`config.mk`:
```
export PLATFORM = sky130hd
export DESIGN_NAME = vga_timing_gen
export DESIGN_NICKNAME = d
export VERILOG_FILES = /design/src/rtl/vga_pkg.sv /design/src/rtl/vga_delay_line.sv /design/src/rtl/vga_timing_gen.sv
export SDC_FILE = /design/constraint.sdc
export NUM_CORES = 1
export LEC_CHECK = 0
export BUFFER_PORTS_ARGS = -buffer_cell sky130_fd_sc_hd__buf_2
export CAP_MARGIN = 25
export CORE_MARGIN = 8
export CORE_UTILIZATION = 25
export DETAILED_ROUTE_END_ITERATION = 7
export REMOVE_ABC_BUFFERS = 1
export SYNTH_ARGS = -nofsm -noshare
export SYNTH_HDL_FRONTEND = slang
export SYNTH_SLANG_ARGS = --single-unit
export TNS_END_PERCENT = 100
```
`constraint.sdc`:
```
create_clock -name pll_clk -period 2.8 [get_ports pll_clk]
set_input_delay 0.56 -clock pll_clk [delete_from_list [all_inputs] [get_ports pll_clk]]
set_output_delay 0.56 -clock pll_clk [all_outputs]
set_load 0.005 [all_outputs]
```
`src/rtl/vga_pkg.sv`:
```
// Shared 640x480@60 raster constants and the sync/blank control word type.
// Imported by vga_timing_gen and vga_delay_line.
package vga_pkg;

  localparam int VGA_H_ACTIVE = 640;
  localparam int VGA_H_FP     = 16;
  localparam int VGA_H_SYNC   = 96;
  localparam int VGA_H_BP     = 48;
  localparam int VGA_H_TOTAL  = VGA_H_ACTIVE + VGA_H_FP + VGA_H_SYNC + VGA_H_BP;

  localparam int VGA_V_ACTIVE = 480;
  localparam int VGA_V_FP     = 10;
  localparam int VGA_V_SYNC   = 2;
  localparam int VGA_V_BP     = 33;
  localparam int VGA_V_TOTAL  = VGA_V_ACTIVE + VGA_V_FP + VGA_V_SYNC + VGA_V_BP;

  // Syncs are active low, so the idle word has both syncs high and video off.
  typedef struct packed {
    logic hs;
    logic vs;
    logic von;
  } vga_ctl_t;

  localparam vga_ctl_t VGA_CTL_IDLE = '{hs: 1'b1, vs: 1'b1, von: 1'b0};

endpackage

```
`src/rtl/vga_delay_line.sv`:
```
// Reset-to-idle shift register used to align sync/blank with the registered RGB path.
// DEPTH 0 degenerates to a plain wire.
module vga_delay_line #(
  parameter int  DEPTH = 2,
  parameter type T     = logic,
  parameter T    IDLE  = T'(0)
) (
  input  logic clk,
  input  logic rst_n,
  input  T     d,
  output T     q
);

  generate
    if (DEPTH == 0) begin : g_wire
      assign q = d;
    end else begin : g_pipe
      T pipe_q [DEPTH];

      always_ff @(posedge clk or negedge rst_n) begin
        if (!rst_n) begin
          for (int i = 0; i < DEPTH; i++) pipe_q[i] <= IDLE;
        end else begin
          pipe_q[0] <= d;
          for (int i = 1; i < DEPTH; i++) pipe_q[i] <= pipe_q[i-1];
        end
      end

      assign q = pipe_q[DEPTH-1];
    end
  endgenerate

endmodule

```
`src/rtl/vga_timing_gen.sv`:
```
// VGA raster timing generator: counters, undelayed active-video decode, PIPE_DLY-aligned syncs/blank.
// Optional completed-frame counter enabled by defining VGA_FRAME_CNT_EN.
module vga_timing_gen
  import vga_pkg::*;
#(
  parameter int H_ACTIVE = VGA_H_ACTIVE,
  parameter int H_FP     = VGA_H_FP,
  parameter int H_SYNC   = VGA_H_SYNC,
  parameter int H_BP     = VGA_H_BP,
  parameter int V_ACTIVE = VGA_V_ACTIVE,
  parameter int V_FP     = VGA_V_FP,
  parameter int V_SYNC   = VGA_V_SYNC,
  parameter int V_BP     = VGA_V_BP,
  parameter int PIPE_DLY = 2            // legal 0..4
) (
  input  logic        pll_clk,
  input  logic        reset_n,
  input  logic        pll_locked,
  output logic [11:0] horz_count,
  output logic [11:0] vert_count,
  output logic        v_on,
  output logic [9:0]  pix_x,
  output logic [9:0]  pix_y,
  output logic        line_start,
  output logic        frame_start,
  output logic        horz_sync,
  output logic        vert_sync,
  output logic        blank_n,
  output logic [15:0] frame_cnt
);

  localparam int H_TOTAL = H_ACTIVE + H_FP + H_SYNC + H_BP;
  localparam int V_TOTAL = V_ACTIVE + V_FP + V_SYNC + V_BP;

  localparam logic [11:0] H_LAST = 12'(H_TOTAL - 1);
  localparam logic [11:0] V_LAST = 12'(V_TOTAL - 1);
  localparam logic [11:0] H_ACT  = 12'(H_ACTIVE);
  localparam logic [11:0] V_ACT  = 12'(V_ACTIVE);
  localparam logic [11:0] H_SS   = 12'(H_ACTIVE + H_FP);
  localparam logic [11:0] H_SE   = 12'(H_ACTIVE + H_FP + H_SYNC);
  localparam logic [11:0] V_SS   = 12'(V_ACTIVE + V_FP);
  localparam logic [11:0] V_SE   = 12'(V_ACTIVE + V_FP + V_SYNC);

  logic [11:0] h_q;
  logic [11:0] v_q;
  logic        h_wrap;
  logic        v_wrap;
  logic        run;
  vga_ctl_t    ctl0;
  vga_ctl_t    ctl_pin;

  assign run    = reset_n && pll_locked;
  assign h_wrap = (h_q == H_LAST);
  assign v_wrap = (v_q == V_LAST);

  // Losing lock parks the raster at the origin; there is no attempt to resume mid-line.
  always_ff @(posedge pll_clk or negedge reset_n) begin
    if (!reset_n) begin
      h_q <= '0;
      v_q <= '0;
    end else if (!pll_locked) begin
      h_q <= '0;
      v_q <= '0;
    end else if (h_wrap) begin
      h_q <= '0;
      v_q <= v_wrap ? '0 : v_q + 12'd1;
    end else begin
      h_q <= h_q + 12'd1;
    end
  end

  always_comb begin
    ctl0 = VGA_CTL_IDLE;
    if (run) begin
      ctl0.von = (h_q < H_ACT) && (v_q < V_ACT);
      ctl0.hs  = !((h_q >= H_SS) && (h_q < H_SE));
      ctl0.vs  = !((v_q >= V_SS) && (v_q < V_SE));
    end
  end

  assign horz_count  = h_q;
  assign vert_count  = v_q;
  assign v_on        = ctl0.von;
  assign pix_x       = ctl0.von ? h_q[9:0] : '0;
  assign pix_y       = ctl0.von ? v_q[9:0] : '0;
  assign line_start  = run && (h_q == '0);
  assign frame_start = line_start && (v_q == '0);

  // Delay matches the downstream colour stage so syncs and RGB reach the pins together.
  vga_delay_line #(
    .DEPTH (PIPE_DLY),
    .T     (vga_ctl_t),
    .IDLE  (VGA_CTL_IDLE)
  ) u_dly (
    .clk   (pll_clk),
    .rst_n (reset_n),
    .d     (ctl0),
    .q     (ctl_pin)
  );

  assign horz_sync = ctl_pin.hs;
  assign vert_sync = ctl_pin.vs;
  assign blank_n   = ctl_pin.von;

`ifdef VGA_FRAME_CNT_EN
  logic [15:0] frame_q;

  always_ff @(posedge pll_clk or negedge reset_n) begin
    if (!reset_n) begin
      frame_q <= '0;
    end else if (pll_locked && h_wrap && v_wrap) begin
      frame_q <= frame_q + 16'd1;
    end
  end

  assign frame_cnt = frame_q;
`else
  assign frame_cnt = 16'h0;
`endif

endmodule
```
==> flow_summary.yaml, run 1 <==
placement:
  portBuffers: 51
  dpl-instance-area_um2: 2200
  dpl.hpwl_um: 4200
  preCtsSetupSlack_ns: 0.165
  dpl.cell_count: 352
  routabilityCongestion: 0.827
final_layout:
  post-route-util: 0.319
  drive_gt1_frac: 0.307
  area_growth_pct: 23.4
  layout.nets: 267
  final_common_cell: "buf_2"
  fin_area_um2: 2310
  antenna_cells: 0
  nFillCells: 792
  mostFrequentLayoutCells: "51 x buf_2, 26 x dfrtp_1, 17 x conb_1"
  instances_no_fill: 360
pwr:
  p_sw_mw: 0.218
  intPower_mw: 0.722
  power_leakage_nw: 1.11
  power.density_nw_per_um2: 406
  power_mw: 0.940
  seqPwrFrac: 0.473
  switching_share: 0.232
  power_frac_clock: 0.456
  pwr-share-comb: 0.071
  peakVddDrop_mv: 0.219
worst_setup_path:
  r2r_setup_slack_ns: 0.69
  critPathRequiredTime_ns: 2.24
  cp-end-kind: "output pin"
  crit_arrival_ns: 2.07
  slowest_delay_ns: 0.60
  crit_path_max_fanout: 6
  slowest_stage: "or4_4"
  cp_common_cell: "nor3b_1"
  startpoint_type: "register"
  worstSetupPathType: "register to output pin"
  crit_chain: "or4_4 > nor3b_1 > nor3b_1 > buf_2"
routing:
  route.detailed.drc: 0
  wl_um: 5430
  drtAntennaViolNets: 0
  wl_per_cell_um: 15.1
  drt_iter0_drc: 114
  num_vias: 1644
  first_pass_iters: 4
  vias_per_cell: 4.57
synthesis:
  yosysWarnings: 0
  synth.avg_cell_area_um2: 9.23
  synth_compound_area_frac: 0.104
  synth_area_um2: 1870
  synth_edf_count: 0
  synth_top_family_by_area: "simple AND/OR/NAND/NOR gates"
  synth-xor-area-share: 0.0421
  ys_seq_area_frac: 0.403
  synthFlopType: "dfrtp_1"
  yosysTopAreaCell: "dfrtp_1"
  async_flop_share: 1.00
  ys_seq_elements: 30
  synth_top_area_share: 0.347
  muxShareOfSynthArea: 0.00601
  synth_fa_ha_area_frac: 0.0267
  synthSimpleGateAreaFrac: 0.302
  synth_area_leaders: "dfrtp_1 35%, buf_4 7.2%, dfstp_2 5.6%, and2_1 5.0%, nor4_1 4.3%"
  synthCells: 203
  yosysUniqueCellTypes: 46
sta:
  setup_violations: 0
  clock.fmax_ghz: 0.381
  grt_setup_unrepaired: "no"
  tns_ns: 0
  finalHoldViolations: 0
  finalMaxSlewViolations: 0
  period_share: 0.938
  fin_crit_ns: 2.63
  clock_skew_ns: 0.0107
  whs_ns: 0.340
  worst_slack_ns: 0.174
clock_tree:
  htreeDepth: 2
  cts.sink_count: 30
  cts_buffer_depth: 2
  cts_buffers: 5
  cts_tree: "yes"
  cts-root-buf: "clkbuf_8"
  clkTransAtPathRegs_ns: 0.07
  clock_latency_ns: 0.29
  cts_hold_buf: 0
grt:
  antenna_found_initial: 0
  grt_pass1_vias: 1665
  grt_start_max_net_pins: 31
  overflow: 0
  grt_usage: 0.107
  grt_pass1_wl_um: 8690
die:
  io_pins: 69
  start_util: 0.258
  die_y_um: 103
  rows: 31
  fp.dieW_um: 103
  design.core.area_um2: 7250
  design.die.area_um2: 10500
run:
  cap_violations: 0
run_status:
  outcome: "finished, final reports clean"
hold_path:
  hp-class: "input pin to async pin"
## cell usage after synthesis, types with 5 or more instances
library cell   n
and2_1        15
buf_4         18
dfrtp_1       26
inv_1          9
nand2_1       11
nand3_1        7
nand4_1        6
nor2_1        14
nor3_1         5
nor4_1        13
o21ai_0        8
o31ai_1        5
xnor2_1        7
## power by group through the flow
| stage | Clock (mW) | Combinational (mW) | Sequential (mW) |
|---|---|---|---|
| CTS | 0.441 | 0.0663 | 0.445 |
| finish | 0.429 | 0.0664 | 0.445 |
| global route | 0.458 | 0.0768 | 0.446 |
| detailed placement | 0 | 0.0660 | 0.453 |
| global placement | 0 | 0.0652 | 0.452 |
| floorplan | 0 | 0.0296 | 0.452 |
## critical path, delay by kind of cell (launching register included)
family                 cells  cell delay, ns
DFF                        1            0.45
and+or+nand+nor            3            1.19
buffers and inverters      1            0.14
## layer usage
metal	part of all wire	track usage	vias up
li1	-	-	798
met5	0	0	-
met4	0.022	0.0451	0
met2	0.49	0.188	52
met3	0.070	0.0284	10
met1	0.42	0.118	784
## timing repair
item | CTS | global route
endpoints found under the setup margin | 0 | 1
buffers inserted | 0 | 0
resized for setup | 0 | 1
## logic make-up (layout without fill, tap and decap cells)
kind of cell | Yosys count | count (layout)
and+or+nand+nor | 96 | 96
buffers and inverters | 35 | 77
DFF | 30 | 30
AOI/OAI and AO/OA | 27 | 27
xor gates and xnor gates | 9 | 9
adders and majority gates | 4 | 4
other | 1 | 17
muxes | 1 | 1
## registers in the layout (all words and copies together) (netlist names)
signal,cells
vert_count,12
u_dly.g_pipe.pipe_q,3
horz_count,12
u_dly.q,3
## path summary, 6_finish.rpt
path                                   startpoint                     end  depth (start not counted)
max                                horz_count[10]             frame_start                          4
min                                       reset_n           vert_count[1]                          2
max reg2reg                        horz_count[10]          vert_count[11]                          4
min reg2reg                u_dly.g_pipe.pipe_q[4]              u_dly.q[1]                          0
max in group asynchronous                 reset_n  u_dly.g_pipe.pipe_q[4]                          2
min in group pll_clk       u_dly.g_pipe.pipe_q[4]              u_dly.q[1]                          0
## cell type report
type / instances / area [um^2] / share of cell area
clock buffer: 5 / 68.8 / 0.0297
clock inverter: 3 / 40.0 / 0.0173
inverter: 9 / 33.8 / 0.0146
multi-input combinational: 154 / 968 / 0.419
sequential: 30 / 756 / 0.327
tap: 99 / 124 / 0.0535
timing repair buffer: 60 / 323 / 0.140
No activity file was read; power rests on OpenSTA's default activity.
==> run 2, diff against run 1 <==
--- a/config.mk
+++ b/config.mk
@@ -5,7 +5,7 @@
 export SDC_FILE = /design/constraint.sdc
 export NUM_CORES = 1
 export LEC_CHECK = 0
-export BUFFER_PORTS_ARGS = -buffer_cell sky130_fd_sc_hd__buf_2
+export BUFFER_PORTS_ARGS = -buffer_cell sky130_fd_sc_hd__buf_4
 export CAP_MARGIN = 25
 export CORE_MARGIN = 8
 export CORE_UTILIZATION = 25
==> run 2 against run 1 <==
- worst hold slack lost 0.019 ns
- highest routed layer unchanged
- count of clock-buffer cells in the layout is the same
- non-clock buffer count is the same
- flip-flop and latch count is the same
- clock power shrank 25%
- combinational power grew 8.7%
- first-iteration DRC count shrank 32%
- fmax shrank 0.18%
- critical path type unchanged
- largest power group unchanged
- global-route usage is essentially flat
- sequential share of layout area shrank 1.3 points
- final cell count shrank 0.28%
==> flow_summary.yaml, run 2 (same netlist as run 1, synthesis figures left out) <==
run_status:
  outcome: "finished, final reports clean"
worst_setup_path:
  critPathRequiredTime_ns: 2.24
  crit_chain: "nand2_1 > or4b_4 > nor3_1 > buf_4 > and2_1 > buf_4"
  slowest_stage: "or4b_4"
  critical_path.n_buffers_inverters: 2
  crit_path_max_fanout: 15
  cp-end-kind: "output pin"
  crit_start: "horz_count[9]"
  startpoint_type: "register"
  worstSetupPathType: "register to output pin"
  timing.rr.start: "horz_count[10]"
  slowest_delay_ns: 0.51
  cp_common_cell: "buf_4"
  crit_arrival_ns: 2.07
  critPathTopFamily: "simple AND/OR/NAND/NOR gates"
final_layout:
  nFillCells: 779
  mostFrequentLayoutCells: "60 x buf_4, 26 x dfrtp_1, 17 x conb_1"
  area_growth_pct: 28.6
  drive_gt1_frac: 0.304
  post-route-util: 0.332
  layout.nets: 267
  final_common_cell: "buf_4"
  antenna_cells: 0
routing:
  wl_per_cell_um: 15.3
  wl_um: 5480
  drtAntennaViolNets: 0
  route.detailed.drc: 0
  drt_iter0_drc: 78
  first_pass_iters: 4
  num_vias: 1657
  vias_per_cell: 4.62
pwr:
  intPower_mw: 0.632
  switching_share: 0.248
  seqPwrFrac: 0.530
  power_leakage_nw: 1.10
  pwr-share-comb: 0.086
  peakVddDrop_mv: 0.135
  power.density_nw_per_um2: 348
  p_sw_mw: 0.208
  power_frac_clock: 0.384
placement:
  portBuffers: 51
  dpl.hpwl_um: 4170
  preCtsSetupSlack_ns: 0.178
  routabilityCongestion: 0.822
die:
  die_y_um: 103
  start_util: 0.258
  design.core.area_um2: 7250
  fp.dieW_um: 103
  io_pins: 69
  design.die.area_um2: 10500
  rows: 31
clock_tree:
  clock_latency_ns: 0.28
  clkTransAtPathRegs_ns: 0.06
  cts_hold_buf: 0
  htreeDepth: 2
  cts_tree: "yes"
  cts.sink_count: 30
  cts-root-buf: "clkbuf_8"
  cts_buffers: 5
  cts_buffer_depth: 2
sta:
  tns_ns: 0
  period_share: 0.939
  finalHoldViolations: 0
  fin_crit_ns: 2.63
  whs_ns: 0.322
  setup_violations: 0
  clock_skew_ns: 0.00408
  grt_setup_unrepaired: "no"
  finalMaxSlewViolations: 0
  worst_slack_ns: 0.170
  clock.fmax_ghz: 0.380
grt:
  grt_start_max_net_pins: 31
  antenna_found_initial: 0
  overflow: 0
  grt_pass1_wl_um: 8770
  grt_pass1_vias: 1633
  grt_usage: 0.107
hold_path:
  hp-class: "input pin to async pin"
run:
  cap_violations: 0
[run 2: power groups by stage]
stage / Clock, mW / Combinational [mW] / Sequential (mW)
5_1_grt: 0.347 / 0.0825 / 0.446
2_1_floorplan: 0 / 0.0296 / 0.452
4_1_cts: 0.335 / 0.0722 / 0.445
3_3_place_gp: 0 / 0.0706 / 0.453
3_5_place_dp: 0 / 0.0717 / 0.453
6_report: 0.323 / 0.0722 / 0.445
[run 2: cell type report]
cell class / instances / area [um^2] / share of cell area
Tap cell: 99 / 124 / 0.0514
Inverter: 9 / 33.8 / 0.0140
Clock inverter: 2 / 10.0 / 0.00415
Timing Repair Buffer: 60 / 450 / 0.187
Sequential cell: 30 / 756 / 0.313
Clock buffer: 5 / 68.8 / 0.0285
Multi-Input combinational cell: 154 / 968 / 0.402
[run 2: per-stage QoR]
stage,area (um^2),cells,power (mW)
CTS,2410,359,0.852
floorplan,1750,193,0.482
detailed placement,2330,352,0.525
finish,2410,359,0.840
global placement,2330,352,0.523
global route,2410,359,0.876
[run 2: per-layer routing]
| metal | vias to the layer above | GRT usage | wire length (um) |
|---|---|---|---|
| met3 | 6 | 0.0250 | 331 |
| met5 | - | 0 | 0 |
| li1 | 802 | - | - |
| met4 | 0 | 0.0451 | 92 |
| met1 | 811 | 0.128 | 2310 |
| met2 | 38 | 0.177 | 2750 |
[run 2: repair_timing]
| item | CTS | global route |
|---|---|---|
| setup endpoints to repair | 0 | 13 |
| buffers inserted | 0 | 0 |
| resized for setup | 0 | 1 |
[run 2: final timing paths]
| check | to | depth (start not counted) | slack, ns |
|---|---|---|---|
| setup / recovery | pix_x[3] | 6 | 0.17 |
| max in group asynchronous | u_dly.q[1] | 2 | 2.15 |
| hold reg to reg | u_dly.q[0] | 0 | 0.35 |
| min in group pll_clk | u_dly.q[0] | 0 | 0.35 |
| setup reg to reg | vert_count[11] | 4 | 0.69 |
| hold / removal | vert_count[1] | 2 | 0.32 |
[run 2: worst register-to-register path: stages, from the launching register on]
cell,delay (ns)
dfrtp_1,0.46
or4_4,0.60
or3_4,0.47
or2_2,0.35
o21ai_0,0.16
